**src/rtl/mem_access_stage.sv**
```systemverilog
// MEM stage: drives a req/ack data-memory bus, extracts and extends load data, steers store lanes,
// and registers the MEM/WB result. Misaligned or illegal accesses and bus timeouts abort with an error pulse.
module mem_access_stage #(
    parameter int TIMEOUT = 255,
    parameter int CNT_W   = 8
) (
    input  logic        clk,
    input  logic        rst_n,
    input  logic        ex_valid,
    input  logic [31:0] ex_alu_result,
    input  logic [31:0] ex_store_data,
    input  logic [4:0]  ex_rd_addr,
    input  logic [2:0]  ex_funct3,
    input  logic        ex_memRead,
    input  logic        ex_memWrite,
    input  logic        ex_memToReg,
    input  logic        ex_regWrite,
    output logic        dmem_req,
    output logic        dmem_we,
    output logic [31:0] dmem_addr,
    output logic [31:0] dmem_wdata,
    output logic [3:0]  dmem_be,
    input  logic        dmem_ack,
    input  logic [31:0] dmem_rdata,
    output logic        mem_stall,
    output logic [31:0] mem_rd_data_out,
    output logic [31:0] data_out,
    output logic [4:0]  mem_rd_addr_out,
    output logic        memToReg_out,
    output logic        regWrite_out,
    output logic        valid_out,
    output logic        mem_err,
    output logic [1:0]  err_code
);

    typedef enum logic {IDLE = 1'b0, BUSY = 1'b1} state_t;

    state_t           state_reg, state_next;
    logic [CNT_W-1:0] cnt_reg, cnt_next;

    logic        is_store, mem_op, f3_legal, misaligned, bad_access, busy, timeout_hit;
    logic [7:0]  ld_byte;
    logic [15:0] ld_half;
    logic [31:0] load_data;
    logic        cap_valid, cap_err, cap_regwrite;
    logic [1:0]  cap_code;
    logic [31:0] cap_rdata;

    assign is_store    = ex_memWrite & ~ex_memRead;
    assign mem_op      = ex_valid & (ex_memRead | ex_memWrite);
    assign busy        = (state_reg == BUSY);
    assign timeout_hit = (cnt_reg == CNT_W'(TIMEOUT));

    // Unsigned sizes exist only for loads.
    always_comb begin
        f3_legal = 1'b0;
        case (ex_funct3)
            3'b000, 3'b001, 3'b010: f3_legal = 1'b1;
            3'b100, 3'b101:         f3_legal = ex_memRead;
            default:                f3_legal = 1'b0;
        endcase
    end

    assign misaligned = ((ex_funct3[1:0] == 2'b01) & ex_alu_result[0]) |
                        ((ex_funct3[1:0] == 2'b10) & (|ex_alu_result[1:0]));
    assign bad_access = ~f3_legal | misaligned;

    // Gated by rst_n so the stall also drops while reset is held.
    assign mem_stall = rst_n & mem_op & ~bad_access & ~(busy & (dmem_ack | timeout_hit));
    assign dmem_req  = busy;
    assign dmem_we   = busy & is_store;
    assign dmem_addr = {ex_alu_result[31:2], 2'b00};

    generate
        for (genvar gi = 0; gi < 4; gi++) begin : g_lane
            localparam logic [1:0] LANE = gi;
            assign dmem_wdata[8*gi +: 8] =
                (ex_funct3[1:0] == 2'b00) ? ex_store_data[7:0] :
                (ex_funct3[1:0] == 2'b01) ? ex_store_data[8*(gi%2) +: 8] :
                                            ex_store_data[8*gi +: 8];
            assign dmem_be[gi] =
                (ex_funct3[1:0] == 2'b00) ? (ex_alu_result[1:0] == LANE) :
                (ex_funct3[1:0] == 2'b01) ? (ex_alu_result[1] == LANE[1]) :
                                            1'b1;
        end
    endgenerate

    assign ld_byte = dmem_rdata[{ex_alu_result[1:0], 3'b000} +: 8];
    assign ld_half = ex_alu_result[1] ? dmem_rdata[31:16] : dmem_rdata[15:0];

    always_comb begin
        case (ex_funct3)
            3'b000:  load_data = {{24{ld_byte[7]}}, ld_byte};
            3'b001:  load_data = {{16{ld_half[15]}}, ld_half};
            3'b100:  load_data = {24'd0, ld_byte};
            3'b101:  load_data = {16'd0, ld_half};
            default: load_data = dmem_rdata;
        endcase
    end

    always_ff @(posedge clk or negedge rst_n) begin
        if (!rst_n) begin
            state_reg <= IDLE;
            cnt_reg   <= '0;
        end else begin
            state_reg <= state_next;
            cnt_reg   <= cnt_next;
        end
    end

    always_comb begin
        state_next = state_reg;
        cnt_next   = cnt_reg;
        case (state_reg)
            IDLE: if (mem_op && !bad_access) begin
                state_next = BUSY;
                cnt_next   = '0;
            end
            BUSY: begin
                if (dmem_ack || timeout_hit) state_next = IDLE;
                else                         cnt_next   = cnt_reg + CNT_W'(1);
            end
            default: state_next = IDLE;
        endcase
    end

    // Decide what, if anything, the MEM/WB registers capture at the next edge.
    always_comb begin
        cap_valid    = 1'b0;
        cap_err      = 1'b0;
        cap_code     = 2'b00;
        cap_regwrite = ex_regWrite;
        cap_rdata    = '0;
        case (state_reg)
            IDLE: if (ex_valid) begin
                if (!mem_op) begin
                    cap_valid = 1'b1;
                end else if (bad_access) begin
                    cap_valid    = 1'b1;
                    cap_err      = 1'b1;
                    cap_code     = 2'b01;
                    cap_regwrite = 1'b0;
                end
            end
            BUSY: begin
                if (dmem_ack) begin
                    cap_valid = 1'b1;
                    cap_rdata = ex_memRead ? load_data : 32'd0;
                end else if (timeout_hit) begin
                    cap_valid    = 1'b1;
                    cap_err      = 1'b1;
                    cap_code     = 2'b10;
                    cap_regwrite = 1'b0;
                end
            end
            default: ;
        endcase
    end

    always_ff @(posedge clk or negedge rst_n) begin
        if (!rst_n) begin
            mem_rd_data_out <= '0;
            data_out        <= '0;
            mem_rd_addr_out <= '0;
            memToReg_out    <= 1'b0;
            regWrite_out    <= 1'b0;
            valid_out       <= 1'b0;
            mem_err         <= 1'b0;
            err_code        <= 2'b00;
        end else begin
            valid_out <= cap_valid;
            mem_err   <= cap_err;
            err_code  <= cap_code;
            if (cap_valid) begin
                mem_rd_data_out <= cap_rdata;
                data_out        <= ex_alu_result;
                mem_rd_addr_out <= ex_rd_addr;
                memToReg_out    <= ex_memToReg;
                regWrite_out    <= cap_regwrite;
            end
        end
    end

endmodule

```
**config.mk**
```make
export PLATFORM = sky130hd
export DESIGN_NAME = mem_access_stage
export DESIGN_NICKNAME = d
export VERILOG_FILES = /design/src/rtl/mem_access_stage.sv
export SDC_FILE = /design/constraint.sdc
export NUM_CORES = 1
export LEC_CHECK = 0
export ABC_AREA = 0
export ABC_CLOCK_PERIOD_IN_PS = 4770
export CAP_MARGIN = 15
export CORE_MARGIN = 4
export CORE_UTILIZATION = 43
export DETAILED_ROUTE_END_ITERATION = 10
export PLACE_DENSITY = 0.87
export RECOVER_POWER = 25
export SYNTH_ARGS = -nofsm -noshare
export SYNTH_HDL_FRONTEND = slang
export SYNTH_SLANG_ARGS = --single-unit
```
**constraint.sdc**
```tcl
create_clock -name clk -period 4.77 [get_ports clk]
set_input_delay 1.1925 -clock clk [delete_from_list [all_inputs] [get_ports clk]]
set_output_delay 1.1925 -clock clk [all_outputs]
set_load 0.01 [all_outputs]
```
==> results of run 1 <==
## kinds of logic (layout without fill, tap and decap cells)
logic type / count (synthesis) / in the layout / synth area share [%]
compound gates: 116 / 116 / 18.5
xor+xnor: 4 / 4 / 0.737
fa+ha+maj: 1 / 1 / 0.263
buf+inv: 76 / 290 / 10.3
flops: 84 / 84 / 44.2
mux: 67 / 67 / 18.7
other cells: 1 / 3 / 0.0788
simple gates: 60 / 60 / 7.31
## worst register-to-register path: stages, from the launching register on
cell	delay, ns
sky130_fd_sc_hd__dfrtp_1	0.53
sky130_fd_sc_hd__nor2b_1	0.57
sky130_fd_sc_hd__o21ai_2	0.23
sky130_fd_sc_hd__o221ai_4	0.22
sky130_fd_sc_hd__buf_12	0.40
sky130_fd_sc_hd__mux2_2	0.44
## stage by stage
stage	instance area [µm²]	hold WS [ns]	std cells
CTS	7340	0.502	763
detailed placement	7110	0.476	747
finish	7350	0.496	765
global placement	7110	0.466	747
floorplan	4760	0.472	410
global route	7350	0.522	765
## cell usage after synthesis, types with 2 or more instances
cell / number
sky130_fd_sc_hd__dfrtp_1: 84
sky130_fd_sc_hd__buf_4: 42
sky130_fd_sc_hd__mux2_4: 36
sky130_fd_sc_hd__a21o_1: 25
sky130_fd_sc_hd__mux2_2: 20
sky130_fd_sc_hd__o21ai_0: 17
sky130_fd_sc_hd__a22o_1: 16
sky130_fd_sc_hd__o2bb2ai_1: 15
sky130_fd_sc_hd__a21oi_1: 12
sky130_fd_sc_hd__clkbuf_1: 12
sky130_fd_sc_hd__nand2_1: 11
sky130_fd_sc_hd__nor2_1: 11
sky130_fd_sc_hd__mux2i_1: 10
sky130_fd_sc_hd__a221oi_1: 9
sky130_fd_sc_hd__inv_1: 9
sky130_fd_sc_hd__nor2b_1: 9
sky130_fd_sc_hd__a211o_1: 7
sky130_fd_sc_hd__buf_2: 6
sky130_fd_sc_hd__nand3b_1: 6
sky130_fd_sc_hd__buf_6: 5
sky130_fd_sc_hd__nand2b_1: 4
sky130_fd_sc_hd__o21bai_1: 4
sky130_fd_sc_hd__and3_1: 3
sky130_fd_sc_hd__xor2_1: 3
sky130_fd_sc_hd__and2_1: 2
sky130_fd_sc_hd__and3b_1: 2
sky130_fd_sc_hd__buf_1: 2
sky130_fd_sc_hd__nand3_1: 2
sky130_fd_sc_hd__nand4_1: 2
sky130_fd_sc_hd__o211ai_1: 2
## area by class of cell
class | instances | area [µm²] | area share, %
Inverter | 9 | 33.8 | 0.460
Multi-Input combinational cell | 250 | 2170 | 29.6
Clock buffer | 9 | 124 | 1.69
Sequential cell | 84 | 2100 | 28.6
Timing Repair Buffer | 265 | 2630 | 35.8
Tap cell | 140 | 175 | 2.38
Antenna cell | 1 | 2.50 | 0.0341
Clock inverter | 7 | 108 | 1.46
## metal layers
| layer | part of all wire (%) | vias up | wire length [µm] |
|---|---|---|---|
| met2 | 51 | 158 | 8240 |
| met3 | 5.6 | 32 | 900 |
| met4 | 2.9 | 0 | 465 |
| met5 | 0 | - | 0 |
| met1 | 40 | 2025 | 6390 |
| li1 | - | 1874 | - |
## worst max-delay path by stage
stage | startpoint | endpoint | slack, ns | cells after the start
finish | ex_funct3[0] | dmem_wdata[8] | 0.26 | 5
global route | ex_funct3[0] | dmem_wdata[13] | 0.19 | 5
CTS | ex_funct3[0] | dmem_wdata[14] | 0.25 | 5
detailed placement | ex_funct3[0] | dmem_wdata[8] | 0.26 | 5
global placement | ex_funct3[0] | dmem_wdata[12] | 0.30 | 5
floorplan | ex_funct3[0] | mem_stall | 1.17 | 4
## power by group through the flow
| stage | combinational [mW] | sequential (mW) | clock (mW) |
|---|---|---|---|
| 2_1_floorplan | 0.309 | 0.896 | 0 |
| 3_3_place_gp | 0.716 | 0.860 | 0 |
| 3_5_place_dp | 0.728 | 0.867 | 0 |
| 4_1_cts | 0.737 | 0.855 | 0.591 |
| 5_1_grt | 0.771 | 0.865 | 0.623 |
| 6_report | 0.729 | 0.855 | 0.581 |
## layout by cell type, fill, tap and decap left out, types with 9 or more instances in the layout
| cell | Yosys | final |
|---|---|---|
| sky130_fd_sc_hd__a221oi_1 | 9 | 9 |
| sky130_fd_sc_hd__nor2b_1 | 9 | 9 |
| sky130_fd_sc_hd__nor2_1 | 11 | 11 |
| sky130_fd_sc_hd__nand2_1 | 11 | 11 |
| sky130_fd_sc_hd__a22o_1 | 16 | 16 |
| sky130_fd_sc_hd__dfrtp_1 | 84 | 84 |
| sky130_fd_sc_hd__o2bb2ai_1 | 15 | 15 |
| sky130_fd_sc_hd__o21ai_0 | 17 | 17 |
| sky130_fd_sc_hd__a21o_1 | 25 | 25 |
| sky130_fd_sc_hd__a21oi_1 | 12 | 12 |
| sky130_fd_sc_hd__buf_4 | 42 | 9 |
| sky130_fd_sc_hd__clkbuf_8 | 0 | 9 |
| sky130_fd_sc_hd__inv_1 | 9 | 9 |
| sky130_fd_sc_hd__clkdlybuf4s50_1 | 0 | 253 |
| sky130_fd_sc_hd__mux2_2 | 20 | 20 |
| sky130_fd_sc_hd__mux2i_1 | 10 | 10 |
| sky130_fd_sc_hd__mux2_4 | 36 | 36 |
==> impl.org, run 1 <==
** Critical path
- Endpoint of the worst-slack reg-to-reg timing path :: mem_rd_addr_out[0]
- Crit path buffers/inverters :: 3
- STA classifies the critical path startpoint as an input port.
- Counting stages on the worst path, the most repeated cell is sky130_fd_sc_hd__clkdlybuf4s50_1.
- The critical path is of the in -> out type.
- Worst Setup End Kind :: primary output
- Cell with the largest stage delay on the worst path :: sky130_fd_sc_hd__clkdlybuf4s50_1
- Maximum fanout along the worst path :: 24
- For the worst setup path, the data required time is around 3.6 ns.
- Cell breakdown of the critical path :: clkdlybuf4s50_1 > buf_4 > nor2_2 > mux2_2 > clkdlybuf4s50_1
- Worst Reg2Reg Path Length in Cells :: 5
- Worst reg-to-reg setup slack :: approximately 2.3 ns
- Critical path data arrival time :: between 3 and 4 ns
- Grouping stages by cell kind, the critical path spends the most delay in buffers and inverters.
- Maximum cell stage delay along the critical path :: 0.49 ns
- Startpoint of the worst register-to-register path :: dmem_req

** Power
- Gate power share :: roughly 34%
- Part of the total power dissipated in the clock network :: between 20% and 30%
- P per Cell Area :: between 200 and 300 nW/µm²
- Net switching is 28.9% of the power.
- Flop pwr share :: about two fifths
- For this design the total switching power over the nets is 0.626 mW.
- Cell internal power dissipation :: ~1.5 mW
- Overall power of the completed layout :: around 2.2 mW
- IR analysis of the VDD net gives a maximum drop of roughly 0.25 mV.
- Summed over all cells, the static leakage comes to 3.26 nW.

** Logic synthesis
- By area the synthesized netlist is led by sky130_fd_sc_hd__dfrtp_1 44%, sky130_fd_sc_hd__mux2_4 11%, sky130_fd_sc_hd__buf_4 6.6%, sky130_fd_sc_hd__mux2_2 4.7%, sky130_fd_sc_hd__a21o_1 3.9%.
- Fraction of post-synthesis cell area in the top cell type by area :: between 40% and 50%
- Count of cell types in the netlist :: 51
- Commonest register cell after synthesis :: sky130_fd_sc_hd__dfrtp_1
- Fraction of registers with async set/reset :: between 90% and 100%
- Summed instance area of the synthesized netlist :: ~4800 µm²
- Summing the sequential cell areas from Yosys gives 44.2% of the chip area.
- Of all cell types, the one taking the most synthesized area is sky130_fd_sc_hd__dfrtp_1.
- The cell count after synthesis came out at roughly 400.
- Yosys mapped a number of flops with a built-in enable equal to 0.
- After synthesis the netlist holds a flip-flop and latch count of 84.
- Synthesis Warnings :: 0
- Dividing the synthesized area by the synthesized cell count gives roughly 12 µm².

** Die
- Row count :: 38
- For this configuration, the core starts out at a cell density of a little over two fifths.
- Die width :: 113 µm
- In this run the standard cell core region covers approximately 11000 µm².
- The die covers 12800 µm².
- The floorplan step set the die height to between 100 and 150 µm.
- For this design the top-level I/O count stands at 258.

** Worst hold path
- The path with the worst hold slack has its endpoint at mem_rd_data_out[15].
- In this run the most critical hold path is launched from mem_rd_data_out[15].
- Counting instances, the worst hold path has a depth of 1.
- Worst hold path class :: reg -> reg

** Placement
- Minimum setup slack after placement :: ~0.26 ns
- HPWL reported at the end of detailed placement :: 12300 µm
- Weighted congestion at the end of routability-driven global placement :: 0.852
- Quantity of I/O buffers inserted on ports :: around 260

** Clocking
- Total setup buffers inserted after CTS :: 0
- CTS clk-pin slew, worst paths :: 0.08 ns
- Hold repair after CTS inserted 0 buffers.
- The tree is rooted in a sky130_fd_sc_hd__clkbuf_8.
- The clock passes through at most 2 buffers.
- Clock buffer count from CTS :: 9
- The H-tree was split into 3 levels.
- TritonCTS built the clock tree.
- For this design, the sink count on the clock tree is 84.
- The clock reaches the later pin of the worst-skew pair after between 0.3 and 0.4 ns.
- Post-cts resize count :: 0

** Global routing
- Wire length of the first global-routing pass :: between 20000 and 25000 µm
- After global routing the overflow that remains totals 0.
- met2 is the most crowded layer.
- Number of antenna violations at the first check in global routing :: 1
- The number of global-route vias before repair came to 4216.
- For this run, global-route usage on met1 was measured as between 30% and 40%.
- For this run, global-route usage on met3 was measured as 4.81%.
- Met2 global-route usage :: 41.3%
- GR Util All Layers :: between 20 and 25%
- Pin count of the biggest net entering global routing :: 63

** Routing
- The detail route stage leaves a number of antenna-violating nets equal to 0.
- Via density :: around 5.3
- The first detailed-routing pass ran for 4 iterations.
- Count of unresolved DRC violations after routing :: 0
- For this block, the via count after detailed routing is 4089.
- Average wire per standard cell :: 20.9 µm
- DRT Wirelength :: between 15000 and 20000 µm
- Drt first-iter violations :: approximately 220

** Timing
- Post-layout min period :: 4.51 ns
- Worst clock skew on the final layout :: ~0.011 ns
- Final worst path period share :: around 95%
- Static timing analysis puts the maximum clock frequency at about 220 MHz.
- Setup repair after global routing left no endpoint under its margin.
- Headroom to the max-slew limit came out at -1.65%.
- Setup TNS :: 0 ns
- Final worst-path setup slack :: around 0.26 ns
- The hold violation count in the final report was 0.
- The number of max-slew violations in the final report was 63.
- Setup violations remaining at the end of the flow were counted as 0.
- Transition at the pin with the smallest max-transition slack :: around 1.5 ns

** Run status
- Run status :: complete, but fails checks
- Violations in the final reports :: capacitance limit, slew limit

** Run
- Number of max-cap violations :: 1

** Layout
- Layout cells sized above 1 :: between 10% and 20%
- The final layout contains ~730 nets.
- Once layout is complete, the utilization of the core stands at roughly 68%.
- Synthesis-to-layout area growth :: 54.4%
- Total of fill cells in the finished design :: approximately 800
Power figures use the tool's default switching activity.
==> run 2, diff against run 1 <==
- CORE_MARGIN: 4 -> 10
==> run 2 against run 1 <==
Compared with the run above:
- worst hold slack improved by 0.0027 ns
- non-clock buffer count fell by 1
- worst setup slack improved by 0.076 ns
- register-to-register slack improved by 0.07 ns
- first-iteration DRC count rose by 7.2%
- utilization barely moved
- largest power group unchanged
- the run still ends with capacitance limit, slew limit left
- sequential share of layout area barely moved
- clock-buffer cell count did not move
- die area rose by 22%
- critical endpoint is now dmem_wdata[14]
==> impl.org, run 2 (synthesis results as in run 1) <==
** Run status
- The run finished, with violations left.
- The checks that failed: capacitance limit, slew limit.

** Global routing
- Most congested layer reported by global routing :: met2
- Number of antenna violations at the first check in global routing :: 1 (unchanged)
- The met2 capacity usage during global routing was 37.6% (-3.7 points).
- Met3 Resource Use GR :: 6.34% (+1.5 points)
- The overall track demand over capacity in global routing was 21.0% (-3.1 points).
- Met1 capacity usage during global routing :: 23.2% (-7.3 points)
- Pin count of the biggest net entering global routing :: 64 (+1.6%)
- Residual overflow from global routing :: 0 (unchanged)
- Wire length of the first global-routing pass :: 26300 µm (+9.0%)
- Number of global-route vias before repair :: 4296 (+1.9%)

** Placement
- The post-place instance area was 7100 µm² (-0.11%).
- The number of placed instances with taps included was 746 (-0.13%).
- The count of port buffers added during placement was 255 (unchanged).
- The final estimated routing congestion in global placement is 0.898 (+5.4%).
- The post-DP HPWL is 13700 µm (+12%).

** Critical path
- The worst setup path is captured at a primary output.
- The combined buffer and inverter count along the critical path came to 3 (unchanged).
- Endpoint of the worst-slack reg-to-reg timing path :: mem_rd_addr_out[1]
- Required time at the worst-slack endpoint :: 3.58 ns (about the same)
- The startpoint identified for the worst register-to-register timing path is dmem_req.
- The critical path is of the in -> out type.
- The highest net fanout along the worst path was 24 (unchanged).
- The delay of the slowest cell on the worst path is 0.50 ns (about the same).
- The data arrival time of the critical path was 3.24 ns (-0.08 ns).
- Cell breakdown of the critical path :: clkdlybuf4s50_1 > buf_4 > nor2_2 > mux2_2 > clkdlybuf4s50_1
- Worst reg-to-reg setup slack :: 2.37 ns (+0.07 ns)
- The worst setup path is launched from an input port.
- Among all stages on the critical path, the largest delay is contributed by sky130_fd_sc_hd__clkdlybuf4s50_1.
- The number of cells traversed by the worst register-to-register path came to 5 (unchanged).
- Broken down by cell family, the worst path's largest delay share belongs to buffers and inverters.
- By instance count, the cell type seen most on the critical path is sky130_fd_sc_hd__clkdlybuf4s50_1.

** Layout
- Leaving out fill and tap cells, the most frequent cells in the layout are 253 x sky130_fd_sc_hd__clkdlybuf4s50_1, 84 x sky130_fd_sc_hd__dfrtp_1, 36 x sky130_fd_sc_hd__mux2_4.
- The final non-filler cell total came to 764 (-0.13%).
- The final instance area was 7350 µm² (about the same).
- Leaving out fill and tap cells, the most frequent cell in the layout is sky130_fd_sc_hd__clkdlybuf4s50_1.
- The share of final-layout standard cells stronger than drive strength 1 is 14.4% (-0.30 points).
- The number of nets in the layout came to 731 (-0.14%).
- The layout overhead on the synthesized area came to 54.5% (about the same).

** Clocking
- Root buffer cell :: sky130_fd_sc_hd__clkbuf_8
- The total number of clock tree sinks is 84 (unchanged).
- Post-cts resize count :: 0 (unchanged)
- The clock buffer count from CTS is 9 (unchanged).
- The clock-pin slew reported for the worst setup and hold paths after clock tree synthesis is 0.09 ns (about the same).
- The number of hold buffers added after cts was 0 (unchanged).
- The deepest clock path buffer count came to 2 (unchanged).
- Clk_lat worst skew :: 0.35 ns (about the same)
- The number of buffers added for setup after CTS came to 0 (unchanged).
- The deepest level of the CTS H-tree came to 3 (unchanged).
- TritonCTS built the clock tree.

** Routing
- The remaining number of nets flagged by the antenna check after routing was 0 (unchanged).
- The total length of routed wires is 17300 µm (+8.4%).
- Via density :: 5.24 (-2.0%)
- The starting DRC count in detailed routing was 237 (+7.2%).
- Drt pass-1 iters :: 4 (unchanged)
- The detailed-route wire length per cell was 22.7 µm (+8.5%).
- The remaining routing DRC violations came to 0 (unchanged).
- The via count of the routed design is 4004 (-2.1%).

** Die
- The placement row count was 38 (unchanged).
- The core footprint was 10800 µm² (unchanged).
- Floorplan die height :: 125 µm (+11%)
- Die ar. :: 15700 µm² (+22%)
- I/O Pins :: 258 (unchanged)
- The die outline width is 125 µm (+11%).
- The initial cell density of the core is 43.9% (unchanged).

** Timing
- Final hold violation count :: 0 (unchanged)
- Setup repair after global routing left no endpoint under its margin.
- The number of max-slew violations in the final report came to 57 (-9.5%).
- The worst slack on hold paths is 0.499 ns (+0.00272 ns).
- Final worst path period share :: 93.0% (-1.6 points)
- Slew headroom :: -93.6% (-92 points)
- Setup TNS :: 0 ns (unchanged)
- The setup violation total in the final timing report came to 0 (unchanged).
- Transition at the pin with the smallest max-transition slack :: 2.90 ns (+1.38 ns)
- Worst clock skew on the final layout :: 0.00867 ns (-0.00235 ns)
- The final critical delay including setup and external delays was 4.43 ns (-0.0763 ns).
- Highest Clock Rate :: 226 MHz (+1.7%)

** Worst hold path
- In this run the worst hold path is classified as reg -> reg.
- Hold Path End :: mem_rd_data_out[9]
- In this run the most critical hold path is launched from mem_rd_data_out[9].
- Number of cells on the worst hold path :: 1 (unchanged)

** Power
- The total internal power was 1.59 mW (+3.0%).
- The static power due to leakage was 3.26 nW (about the same).
- IR drop worst, VDD :: 0.289 mV (+17%)
- The net switching power came to 0.629 mW (+0.35%).
- Switch share :: 28.4% (-0.53 points)
- Flop pwr share :: 38.6% (-0.9 points)
- The power density over cell area was 301 nW/µm² (+2.2%).
- The clock share of power was 28.3% (+1.5 points).
- Overall power of the completed layout :: 2.21 mW (+2.2%)
- The power share of the combinational group was 33.1% (-0.6 points).

** Run
- The max-cap check violation count came to 1 (unchanged).
==> run 2: final cells by class <==
| cell class | count | area [µm²] |
|---|---|---|
| fill | 811 | 3490 |
| timing repair buffer | 264 | 2620 |
| multi-input combinational | 250 | 2170 |
| sequential | 84 | 2100 |
| tap | 140 | 175 |
| clock buffer | 9 | 124 |
| clock inverter | 7 | 121 |
| inverter | 9 | 33.8 |
| antenna | 1 | 2.50 |
==> run 2: how the worst max path moves through the flow <==
stage,from,cells after the start,to
global route,rst_n,2,mem_rd_data_out[9]
global placement,ex_funct3[0],5,dmem_wdata[12]
CTS,ex_funct3[0],5,dmem_wdata[14]
finish,ex_funct3[0],5,dmem_wdata[14]
detailed placement,ex_funct3[0],5,dmem_wdata[14]
floorplan,ex_funct3[0],4,mem_stall
==> run 2: per-stage QoR <==
step | util, % | setup slack (ns)
CTS | 67.8 | 0.331
finish | 67.8 | 0.336
detailed placement | 65.5 | 0.339
floorplan | - | 1.17
global route | 67.8 | 0.248
global placement | 65.5 | 0.385
==> run 2: metal layers <==
metal	share of wire, %	wire [µm]
met1	38	6550
met5	0	0
met4	2.4	422
met3	6.2	1080
met2	54	9290
==> run 2: power by group through the flow <==
stage | clock network [mW] | logic, mW | registers (mW)
2_1_floorplan | 0 | 0.309 | 0.896
3_3_place_gp | 0 | 0.723 | 0.860
3_5_place_dp | 0 | 0.736 | 0.867
4_1_cts | 0.635 | 0.741 | 0.854
5_1_grt | 0.668 | 0.775 | 0.864
6_report | 0.627 | 0.733 | 0.854
==> run 3, diff against run 2 <==
- REMOVE_ABC_BUFFERS: unset -> 1
==> run 3 against run 2 <==
Compared with the run above:
- the run still ends with capacitance limit, slew limit left
- total power fell by 5.4%
- first-iteration DRC count grew 30%
- clock power decreased by 19%
- non-clock buffer count rose by 2
- worst setup slack worse by 0.012 ns
- routed wire length down 4.1%
- critical path type unchanged
- register-to-register slack improved by 0.14 ns
- critical endpoint is now dmem_wdata[11]
- sequential power about the same
==> impl.org, run 3 (synthesis results as in run 1) <==
** Layout
- Area used by multi-input combinational logic :: 2170 µm² (unchanged)
- The area taken by flip-flops and latches came to 2100 µm² (unchanged).
- Layout net count :: 733 (+0.27%)
- Highest-count cells in the layout ignoring fill and taps :: 253 x sky130_fd_sc_hd__clkdlybuf4s50_1, 84 x sky130_fd_sc_hd__dfrtp_1, 36 x sky130_fd_sc_hd__mux2_4
- Number of non-filler instances in the completed layout :: 767 (+0.39%)
- Layout cells sized above 1 :: 14.4% (-0.046 points)
- Synthesis-to-layout area growth :: 53.8%
- The number of fill cells was 842 (+3.8%).
- The final instance area came to 7320 µm² (-0.48%).
- Leading cell type in the layout, fill and taps excluded :: sky130_fd_sc_hd__clkdlybuf4s50_1

** Global routing
- The overall track demand over capacity in global routing was 20.1% (-0.86 points).
- The global-route wire length before repair is 25800 µm (-1.8%).
- The number of global-route vias before repair was 4426 (+3.0%).
- The largest net degree at the start of global routing came to 73 (+14%).
- The total grt overflow is 0 (unchanged).
- Number of antenna violations at the first check in global routing :: 1 (unchanged)

** Timing
- The clock skew after layout is 0.0158 ns (+0.00709 ns).
- Worst hold slack :: 0.492 ns (-0.00662 ns)
- The headroom to the max-slew limit came to -34.9% (+59 points).
- Final worst path period share :: 93.2% (+0.26 points)
- Transition at the pin with the smallest max-transition slack :: 2.02 ns (-0.882 ns)
- Setup TNS :: 0 ns (unchanged)
- The number of max-slew violations in the final report was 38 (-33%).
- Highest Clock Rate :: 225 MHz (-0.28%)
- Setup repair after global routing left no endpoint under its margin.
- Final setup fails :: 0 (unchanged)
- Final hold violation count :: 0 (unchanged)
- Post-layout min period :: 4.45 ns (+0.0125 ns)

** Run
- The max-cap check violation count came to 1 (unchanged).

** Die
- Die width :: 125 µm (unchanged)
- The placement row count was 38 (unchanged).
- Initial Util :: 43.9% (unchanged)
- The y dimension of the die is 125 µm (unchanged).
- I/O Pins :: 258 (unchanged)
- Core ar. :: 10800 µm² (unchanged)
- Die ar. :: 15700 µm² (unchanged)

** Worst hold path
- Hold Path End :: mem_rd_data_out[15]
- Number of cells on the worst hold path :: 1 (unchanged)
- The tightest min-delay check is of the reg -> reg type.
- HP Start :: mem_rd_data_out[15]

** Placement
- The final estimated routing congestion in global placement is 0.886 (-1.3%).
- Post-placement cell area :: 7120 µm² (+0.32%)
- Quantity of I/O buffers inserted on ports :: 255 (unchanged)
- The post-DP HPWL is 13100 µm (-4.9%).
- The number of placed instances with taps included was 749 (+0.40%).

** Critical path
- Worst setup path category :: in -> out
- STA classifies the critical path endpoint as a primary output.
- The data arrival time of the critical path was 3.25 ns (about the same).
- The critical path data required time came to 3.58 ns (about the same).
- The worst setup path is launched from an input port.
- The number of cells traversed by the worst register-to-register path came to 5 (unchanged).
- The internal reg-to-reg setup slack came to 2.51 ns (+0.14 ns).
- Maximum fanout along the worst path :: 24 (unchanged)
- In this run the critical register-to-register path is launched from dmem_req.
- Endpoint of the worst-slack reg-to-reg timing path :: mem_rd_addr_out[2]
- Tracing the worst setup path back leads to its startpoint at ex_funct3[0].

** Routing
- The remaining routing DRC violations was 0 (unchanged).
- Average wire per standard cell :: 21.7 µm (-4.5%)
- The detailed-router iteration count before antenna repair is 4 (unchanged).
- DRT Wirelength :: 16600 µm (-4.1%)
- The starting DRC count in detailed routing was 307 (+30%).
- Number of vias after detailed routing :: 4108 (+2.6%)
- Via density :: 5.36 (+2.2%)
- Number of antenna-violating nets in the routed design :: 0 (unchanged)

** Power
- The worst vdd rail ir drop came to 0.183 mV (-37%).
- P per Cell Area :: 286 nW/µm² (-5.0%)
- Static leakage power :: 3.24 nW (-0.77%)

** Run status
- The flow ran to the end, but the final reports show violations.
- Violations in the final reports :: capacitance limit, slew limit

** Clocking
- The deepest level of the CTS H-tree came to 3 (unchanged).
- CTS Hold Buffers Added :: 0 (unchanged)
- Clk_lat worst skew :: 0.35 ns (about the same)
- Clock buffer count from CTS :: 9 (unchanged)
- Post-cts resize count :: 0 (unchanged)
- The cell sitting at the root of the clock tree is a sky130_fd_sc_hd__clkbuf_8.
- TritonCTS built the clock tree.
- Total setup buffers inserted after CTS :: 0 (unchanged)
- Clock tree buffer depth :: 2 (unchanged)
- Number of clock sinks :: 84 (unchanged)
- CTS clk-pin slew, worst paths :: 0.08 ns (about the same)
-- run 3: cell count changes in the layout (fill, tap and decap cells not counted), sizes merged --
| cell | change |
|---|---|
| bufinv | -2 |
| clkbuf | +3 |
| clkinv | -1 |
| clkinvlp | +2 |
| diode | +1 |
-- run 3: final cells by class --
| type | instances | share of cell area (%) |
|---|---|---|
| Clock inverter | 6 | 0.975 |
| Tap cell | 140 | 2.39 |
| Multi-Input combinational cell | 250 | 29.7 |
| Sequential cell | 84 | 28.7 |
| Timing Repair Buffer | 266 | 36.0 |
| Antenna cell | 2 | 0.0684 |
| Inverter | 9 | 0.462 |
| Clock buffer | 10 | 1.74 |
-- run 3: metal layers --
metal / routed length, µm / up-vias / global-route usage (%) / share of wire [%]
met4: 184 / 0 / 4.40 / 1.1
met3: 1400 / 14 / 6.72 / 8.4
met2: 8830 / 161 / 36.4 / 53
li1: - / 1884 / - / -
met5: 0 / - / 0 / 0
met1: 6210 / 2049 / 22.4 / 37
-- run 3: how the worst max path moves through the flow --
stage / slack [ns] / endpoint / depth (start not counted)
3_5_place_dp: 0.34 / dmem_wdata[11] / 5
4_1_cts: 0.32 / dmem_wdata[11] / 5
6_report: 0.32 / dmem_wdata[11] / 5
3_3_place_gp: 0.40 / dmem_wdata[13] / 5
5_1_grt: 0.23 / dmem_wdata[11] / 5
2_1_floorplan: 1.16 / mem_rd_addr_out[0] / 4
-- run 3: report_power, final --
group | leakage, nW | internal, mW | switching, mW | total [mW]
clock network | 0.0935 | 0.247 | 0.264 | 0.511
registers | 1.07 | 0.799 | 0.0572 | 0.856
logic | 2.07 | 0.436 | 0.291 | 0.727
total | 3.24 | 1.48 | 0.612 | 2.09
-- run 3: critical path, cell delays in order --
cell and delay (ns):
sky130_fd_sc_hd__clkdlybuf4s50_1 0.48, sky130_fd_sc_hd__buf_4 0.27, sky130_fd_sc_hd__nor2_2 0.41, sky130_fd_sc_hd__mux2_2 0.40
sky130_fd_sc_hd__clkdlybuf4s50_1 0.50
-- run 3: through the flow --
stage	setup WS (ns)	utilization, %	power (mW)
after floorplan	1.16	-	1.15
after global placement	0.404	65.7	1.58
after detailed placement	0.335	65.7	1.60
after CTS	0.324	67.5	2.12
after global routing	0.231	67.5	2.19
final	0.324	67.5	2.09
